[src/rtl/tfi_pkg.sv]
// Shared types and default sizing for the parking occupancy manager.
package tfi_pkg;

    typedef enum logic [1:0] {
        NORMAL = 2'd0,
        LLENO  = 2'd1,
        ALERTA = 2'd2
    } estado_t;

    localparam int CAPACITY_DEF  = 7;
    localparam int BLINK_DIV_DEF = 6000000;
    localparam int ALERT_CYC_DEF = 12000000;

endpackage

[src/rtl/divisor_parpadeo.sv]
// Blink divider: toggles fase every BLINK_DIV cycles while en is high;
// held cleared with fase=1 otherwise so a fresh blink starts lit.
module divisor_parpadeo
    import tfi_pkg::*;
#(
    parameter int BLINK_DIV = BLINK_DIV_DEF
) (
    input  logic clk,
    input  logic rst,
    input  logic en,
    output logic fase
);

    localparam int CW = $clog2(BLINK_DIV + 1);

    logic [CW-1:0] cnt_q, cnt_d;
    logic          fase_q, fase_d;

    always_comb begin
        cnt_d  = cnt_q;
        fase_d = fase_q;
        if (!en) begin
            cnt_d  = '0;
            fase_d = 1'b1;
        end else if (cnt_q == CW'(BLINK_DIV - 1)) begin
            cnt_d  = '0;
            fase_d = ~fase_q;
        end else begin
            cnt_d = cnt_q + CW'(1);
        end
    end

    always_ff @(posedge clk or posedge rst) begin
        if (rst) begin
            cnt_q  <= '0;
            fase_q <= 1'b1;
        end else begin
            cnt_q  <= cnt_d;
            fase_q <= fase_d;
        end
    end

    assign fase = fase_q;

endmodule

[src/rtl/gestor_ocupacion.sv]
// Parking occupancy counter with full/empty flags, rejection pulse and LED display FSM.
// Define FULL_BLINK_EN to blink LED3 while the lot is full; otherwise LED3 is steady.
module gestor_ocupacion
    import tfi_pkg::*;
#(
    parameter int CAPACITY  = CAPACITY_DEF,
    parameter int BLINK_DIV = BLINK_DIV_DEF,
    parameter int ALERT_CYC = ALERT_CYC_DEF
) (
    input  logic       clk,
    input  logic       rst,
    input  logic       s,
    input  logic       r,
    output logic [2:0] cuenta,
    output logic       lleno,
    output logic       vacio,
    output logic       rechazo,
    output logic [3:0] leds
);

    localparam int             TW      = $clog2(ALERT_CYC + 1);
    localparam logic [2:0]     CAP     = 3'(CAPACITY);
    localparam logic [TW-1:0]  T_CARGA = TW'(ALERT_CYC - 1);

    logic [2:0]    cuenta_q, cuenta_d;
    logic          rechazo_q, rechazo_d;
    estado_t       estado_q, estado_d;
    logic [TW-1:0] timer_q, timer_d;
    logic          fase;
    logic          div_en;

    assign cuenta  = cuenta_q;
    assign lleno   = (cuenta_q == CAP);
    assign vacio   = (cuenta_q == 3'd0);
    assign rechazo = rechazo_q;
    assign div_en  = (estado_q == LLENO);

    // Simultaneous s and r cancel out and are never a rejection.
    always_comb begin
        cuenta_d  = cuenta_q;
        rechazo_d = 1'b0;
        if (s && !r) begin
            if (cuenta_q == CAP) rechazo_d = 1'b1;
            else                 cuenta_d  = cuenta_q + 3'd1;
        end else if (r && !s) begin
            if (cuenta_q == 3'd0) rechazo_d = 1'b1;
            else                  cuenta_d  = cuenta_q - 3'd1;
        end
    end

    // The alert starts on the same edge that raises rechazo, so the pulse
    // and the first 1111 cycle coincide.
    always_comb begin
        estado_d = estado_q;
        timer_d  = timer_q;
        if (rechazo_d) begin
            estado_d = ALERTA;
            timer_d  = T_CARGA;
        end else begin
            case (estado_q)
                NORMAL: if (lleno)  estado_d = LLENO;
                LLENO:  if (!lleno) estado_d = NORMAL;
                ALERTA: begin
                    if (timer_q == '0) estado_d = lleno ? LLENO : NORMAL;
                    else               timer_d  = timer_q - TW'(1);
                end
                default: estado_d = NORMAL;
            endcase
        end
    end

    always_ff @(posedge clk or posedge rst) begin
        if (rst) begin
            cuenta_q  <= 3'd0;
            rechazo_q <= 1'b0;
            estado_q  <= NORMAL;
            timer_q   <= '0;
        end else begin
            cuenta_q  <= cuenta_d;
            rechazo_q <= rechazo_d;
            estado_q  <= estado_d;
            timer_q   <= timer_d;
        end
    end

    // leds depend only on registers, so they carry no combinational path from s/r.
    always_comb begin
        case (estado_q)
            NORMAL:  leds = {1'b0, cuenta_q};
            LLENO:   leds = {fase, cuenta_q};
            ALERTA:  leds = 4'b1111;
            default: leds = 4'b0000;
        endcase
    end

`ifdef FULL_BLINK_EN
    divisor_parpadeo #(
        .BLINK_DIV(BLINK_DIV)
    ) u_divisor (
        .clk (clk),
        .rst (rst),
        .en  (div_en),
        .fase(fase)
    );
`else
    // No divider: LED3 is simply lit for the whole full-lot period.
    localparam logic FASE_FIJA = (BLINK_DIV > 0);
    assign fase = FASE_FIJA | div_en;
`endif

endmodule

[config.mk]
export PLATFORM = sky130hd
export DESIGN_NAME = gestor_ocupacion
export DESIGN_NICKNAME = d
export VERILOG_FILES = /design/src/rtl/tfi_pkg.sv /design/src/rtl/divisor_parpadeo.sv /design/src/rtl/gestor_ocupacion.sv
export SDC_FILE = /design/constraint.sdc
export NUM_CORES = 1
export LEC_CHECK = 0
export ABC_AREA = 1
export CAP_MARGIN = 20
export CORE_ASPECT_RATIO = 1.75
export CORE_MARGIN = 5
export CORE_UTILIZATION = 30
export DETAILED_ROUTE_END_ITERATION = 8
export SYNTH_ARGS = -nofsm -noshare
export SYNTH_HDL_FRONTEND = slang
export SYNTH_SLANG_ARGS = --single-unit
[constraint.sdc]
create_clock -name clk -period 3 [get_ports clk]
set_clock_uncertainty 0.2 [all_clocks]
set_input_delay 0.3 -clock clk [delete_from_list [all_inputs] [get_ports clk]]
set_output_delay 0.3 -clock clk [all_outputs]
set_load 0.005 [all_outputs]
======== Yosys cells after proc, flatten, opt, wreduce, memory -nomap -nowiden ========
Cells that the tools add are included.
operators by class
  add/sub/neg operators ................... 3
  eq/ne operators ......................... 9
  mux-type cells .......................... 18
  reduce and logical (&&, ||, !) cells .... 12
operators by type and width
  cell                                                                      number
  24-bit two-way mux                                                        3
  24-bit logical NOT                                                        1
  24-bit by 1-bit subtractor with 24-bit output (second input constant)     1
  3-bit two-way mux                                                         4
  4-bit case mux with 3 select lines                                        1
  3-bit inequality test (second input constant)                             3
  2-bit two-way mux                                                         4
  2-bit case mux with 3 select lines                                        1
  3-bit AND reduction                                                       2
  1-bit two-way mux                                                         5
  2-bit inequality test (second input constant)                             2
  2-bit nonzero test                                                        2
  3-bit by 1-bit adder with 3-bit output (second input constant)            1
  3-bit == test (second input constant)                                     1
  3-bit logical NOT                                                         1
  3-bit by 1-bit subtractor with 3-bit output (second input constant)       1
  2-bit by 1-bit == test with 1-bit output (second input constant)          1
  2-bit == test (second input constant)                                     1
  1-bit logical AND                                                         2
  1-bit logical NOT                                                         2
  2-bit logical NOT                                                         1
  2-bit by 1-bit inequality test with 1-bit output (second input constant)  1
  2-bit AND reduction                                                       1
word-level totals
  register bits after elaboration ......... 30
  output and inout bits ................... 10
  logic and storage cells ................. 46

======== Longest topological paths before layout ========
  depth after elaboration ................. 6
  gate-level depth with buffers ........... 13
  gate-level depth less buffers ........... 12

======== Worst setup path before layout ========
Ideal clock, no wire load.
  path type ............................... reg-to-reg
  start ................................... register timer_q[0]
  end ..................................... register timer_q[6]
  setup time .............................. 119 ps
  arrival time ............................ 1436 ps
  slack ................................... 1245 ps
  cell stages (with the launch flop) ...... 13
  period minus slack after synthesis ...... 1755 ps
  cell sequence ........................... dfrtp_1 inv_1 ha_1 inv_1 nor2_1 nand2_1 nor2_2 nand3_4 nand2_4 nand2_4 buf_6 o21ai_1 nand2_1
between the ends
  longest elaborated chain between the ends .. 4
  elaborated cells between the ends (all ways) .. 7
  classes of those cells .................. 1 x add/sub; 1 x eq/ne; 3 x mux; 2 x reduce/logical
RTL lines
  element                                        line                    source
  start: declaration                             gestor_ocupacion.sv:28  logic [TW-1:0] timer_q, timer_d;
  start signal: assignment                       gestor_ocupacion.sv:82  timer_q <= timer_d;
  24-bit by 1-bit subtractor with 24-bit output  gestor_ocupacion.sv:65  else timer_d = timer_q - TW'(1);
  24-bit two-way mux                             gestor_ocupacion.sv:64  if (timer_q == '0) estado_d = lleno ? LLENO : NORMAL;
  24-bit two-way mux                             gestor_ocupacion.sv:60  case (estado_q)
  24-bit two-way mux                             gestor_ocupacion.sv:56  if (rechazo_d) begin
Parallel ways exist; a longest one is shown, timed or not. The select of a mux whose other input is x is not followed.
A chain may end at the register's enable or synchronous reset.

======== Worst setup path in the final report ========
  start ................................... register timer_q[0]
  end ..................................... register timer_q[8]
Same word-level chain as after synthesis.

==> impl_results.md <==
* First-pass GRT wire length at 9020 um
* Root Buffer: clkbuf_16
* Max Cap Violations at 0
* Layout cell share with drive strength beyond 1 at 0.0633
* Clock latency on the worst-skew pair at 0.28 ns
* Slew @ Worst Pin at 0.417 ns
* Layout Cells excl Fill at 400
* Critical Path RT at 3.02 ns
* Vias in the first global route at 1901
* Synth area leaders: dfrtp_1 (36%), nand2_1 (18%), nand3_1 (7.5%)
* Cell Area, Synth at 2060 um^2
* # port buffers at 13
* Wire per inst at 13.6 um
* Syn_nets at 311
* Post-CTS Setup Inserts at 0
* Mapped Cells at 299
* RSZ-0062 raised after global routing: no
* DR vias/cell at 4.87
* Crit path DAT at 2.18 ns
* Hold-fix buffer count after cts at 0
* CP cell instances: inv_1 -> ha_1 -> inv_1 -> nor2_1 -> nand2_1 -> nor2_2 -> nand3_4 -> nand2_4 -> nand2_4 -> inv_4 -> nand2_1 -> nand2_1
* Placed cells at 393
* H-tree lvl count at 2
* Final Critical Period at 2.17 ns
* Routed Antenna Nets at 0
* # DRC at 0
* Worst-path clk slew at 0.05 ns
* 1st-pass router iterations at 5
* Outcome: completed
* Yosys cell types at 25
* Share of synthesized area occupied by flip-flops and latches at 0.364
* Startpoint Class: flip-flop
* Die area at 8710 um^2
* Slew headroom at 0.722
* CP max stage delay at 0.39 ns
* Power Internal at 0.983 mW
* Routed WL at 5430 um
* Switch share at 0.358
* DP Wirelength at 4250 um
* Power density cells at 637 nW/um^2
* Final #Nets at 328
* Critical-path top delay cell: dfrtp_1
* Initial antenna violation count at 0
* GRT Resource Usage Total at 0.136
* Max-slew violations at 0
* Total negative setup slack at 0 ns
* Crit end category: flip-flop
* Combinational power share at 0.310
* Maximum clock frequency at 461 MHz
* CP Max Fanout at 22
* Top-area cell type share of the netlist area at 0.364
* Worst setup path class: reg2reg
* Flop pwr share at 0.382
* TritonCTS Buffers at 5
* CORE AREA at 6810 um^2
* CTS tree: done
* Synth area leader: dfrtp_1
* # setup viols final at 0
* Switching Power at 0.548 mW
* Via total after detailed routing at 1946
* Most frequent CP cell: nand2_1
* Part of the cycle the worst path needs at 0.722
* Clk pwr share at 0.308
* CTS resizes at 0
* CTS Buffer Depth at 2
* Boundary Pins at 14
* Pleak at 1.21 nW
* Largest net degree at the start of global routing at 31
* Routability cong. at 0.896
* Post-synthesis average cell area at 6.90 um^2
* Die X at 72.7 um
* Fin. Hold Viols at 0
* Initial DRC count at 65
* Gr ovfl total at 0
* Hold slack at 0.206 ns
* ANT cells at 0
* Die Ht at 120 um
* Maximum vdd ir drop at 497 uV
* Hold WC Path Type: in2async
* Yosys reg bits at 30
* Initial Util at 0.303
* CTS sink count at 30
* # rows at 40
* Area delta synth->final at 16.4%
* Yosys Warn Count at 0
## kinds of logic after synthesis
logic type	share of synthesized area
adder cells (fa/ha/maj)	0.0521
AO/OA/AOI/OAI	0.0485
AND/OR/NAND/NOR	0.416
XOR/XNOR	0.0297
flip-flops	0.364
buffers and inverters	0.0897
## area by class of cell
class	count	area, um^2
Tap cell	84	105
Multi-Input combinational cell	227	1130
Timing Repair Buffer	15	145
Clock buffer	7	133
Inverter	37	141
Fill cell	765	4400
Sequential cell	30	751
## critical path: cells and delay by family (launching register included)
kind	cells	cell delay, ns
adders and majority gates	1	0.17
and+or+nand+nor	8	0.95
DFF	1	0.39
buffers and inverters	3	0.40
## synthesized netlist by cell type
master / instances
nand4_1: 15
nand2_4: 2
o21ai_1: 11
o21ai_0: 6
nor3_2: 1
a21o_1: 2
inv_1: 34
nand2_2: 1
nand3_4: 1
nor2_1: 39
xor2_1: 6
buf_2: 2
ha_1: 7
xnor2_1: 1
inv_4: 1
nand3b_1: 1
nor2_4: 1
nand2_1: 97
nor2_2: 3
inv_2: 2
buf_6: 3
dfrtp_1: 30
or2_2: 1
fa_1: 1
nand3_1: 31
## flip-flops by register name, summed over array words and instances, names as in the netlist
signal,cells
timer_q,24
rechazo,1
cuenta,3
estado_q,2
## path summary, 6_finish.rpt
check / start / end / slack [ns] / cells past startpoint
setup / recovery: timer_q[0]$_DFFE_PP0P_ / timer_q[8]$_DFFE_PP0P_ / 0.83 / 12
min in group clk: timer_q[0]$_DFFE_PP0P_ / timer_q[0]$_DFFE_PP0P_ / 0.34 / 2
max in group asynchronous: rst / timer_q[0]$_DFFE_PP0P_ / 2.09 / 3
setup reg to reg: timer_q[0]$_DFFE_PP0P_ / timer_q[8]$_DFFE_PP0P_ / 0.83 / 12
hold reg to reg: timer_q[0]$_DFFE_PP0P_ / timer_q[0]$_DFFE_PP0P_ / 0.34 / 2
hold / removal: rst / rechazo$_DFF_PP0_ / 0.21 / 3
## power groups by stage
stage / Combinational [mW] / Clock, mW / Sequential (mW)
2_1_floorplan: 0.312 / 0 / 0.565
3_3_place_gp: 0.478 / 0 / 0.588
3_5_place_dp: 0.479 / 0 / 0.589
4_1_cts: 0.484 / 0.482 / 0.583
5_1_grt: 0.545 / 0.499 / 0.597
6_report: 0.475 / 0.471 / 0.585
## metrics by stage
stage | setup slack (ns) | utilization | cell area (um^2) | total power [mW]
finish | 0.833 | 0.353 | 2400 | 1.53
global route | 0.638 | 0.353 | 2400 | 1.64
CTS | 0.797 | 0.353 | 2400 | 1.55
floorplan | 1.25 | - | 2060 | 0.877
global placement | 0.666 | 0.334 | 2270 | 1.07
detailed placement | 0.636 | 0.334 | 2270 | 1.07
## metal layers
layer	GRT usage	part of all wire	vias to the layer above
met3	0.0201	0.030	17
met4	0.102	0.051	0
met1	0.130	0.36	892
met2	0.250	0.56	50
met5	0	0	-
li1	-	-	987
## layout by cell type (no fill, tap or decap), drive strengths merged
master	n
xnor2	1
ha	7
nor2	43
nand3	32
or2	1
fa	1
a21o	2
nand2	100
dfrtp	30
buf	2
clkdlybuf4s50	13
nand4	15
clkbuf	7
xor2	6
o21ai	17
nand3b	1
nor3	1
inv	37
Note: power is estimated with default switching activity, not from simulation.
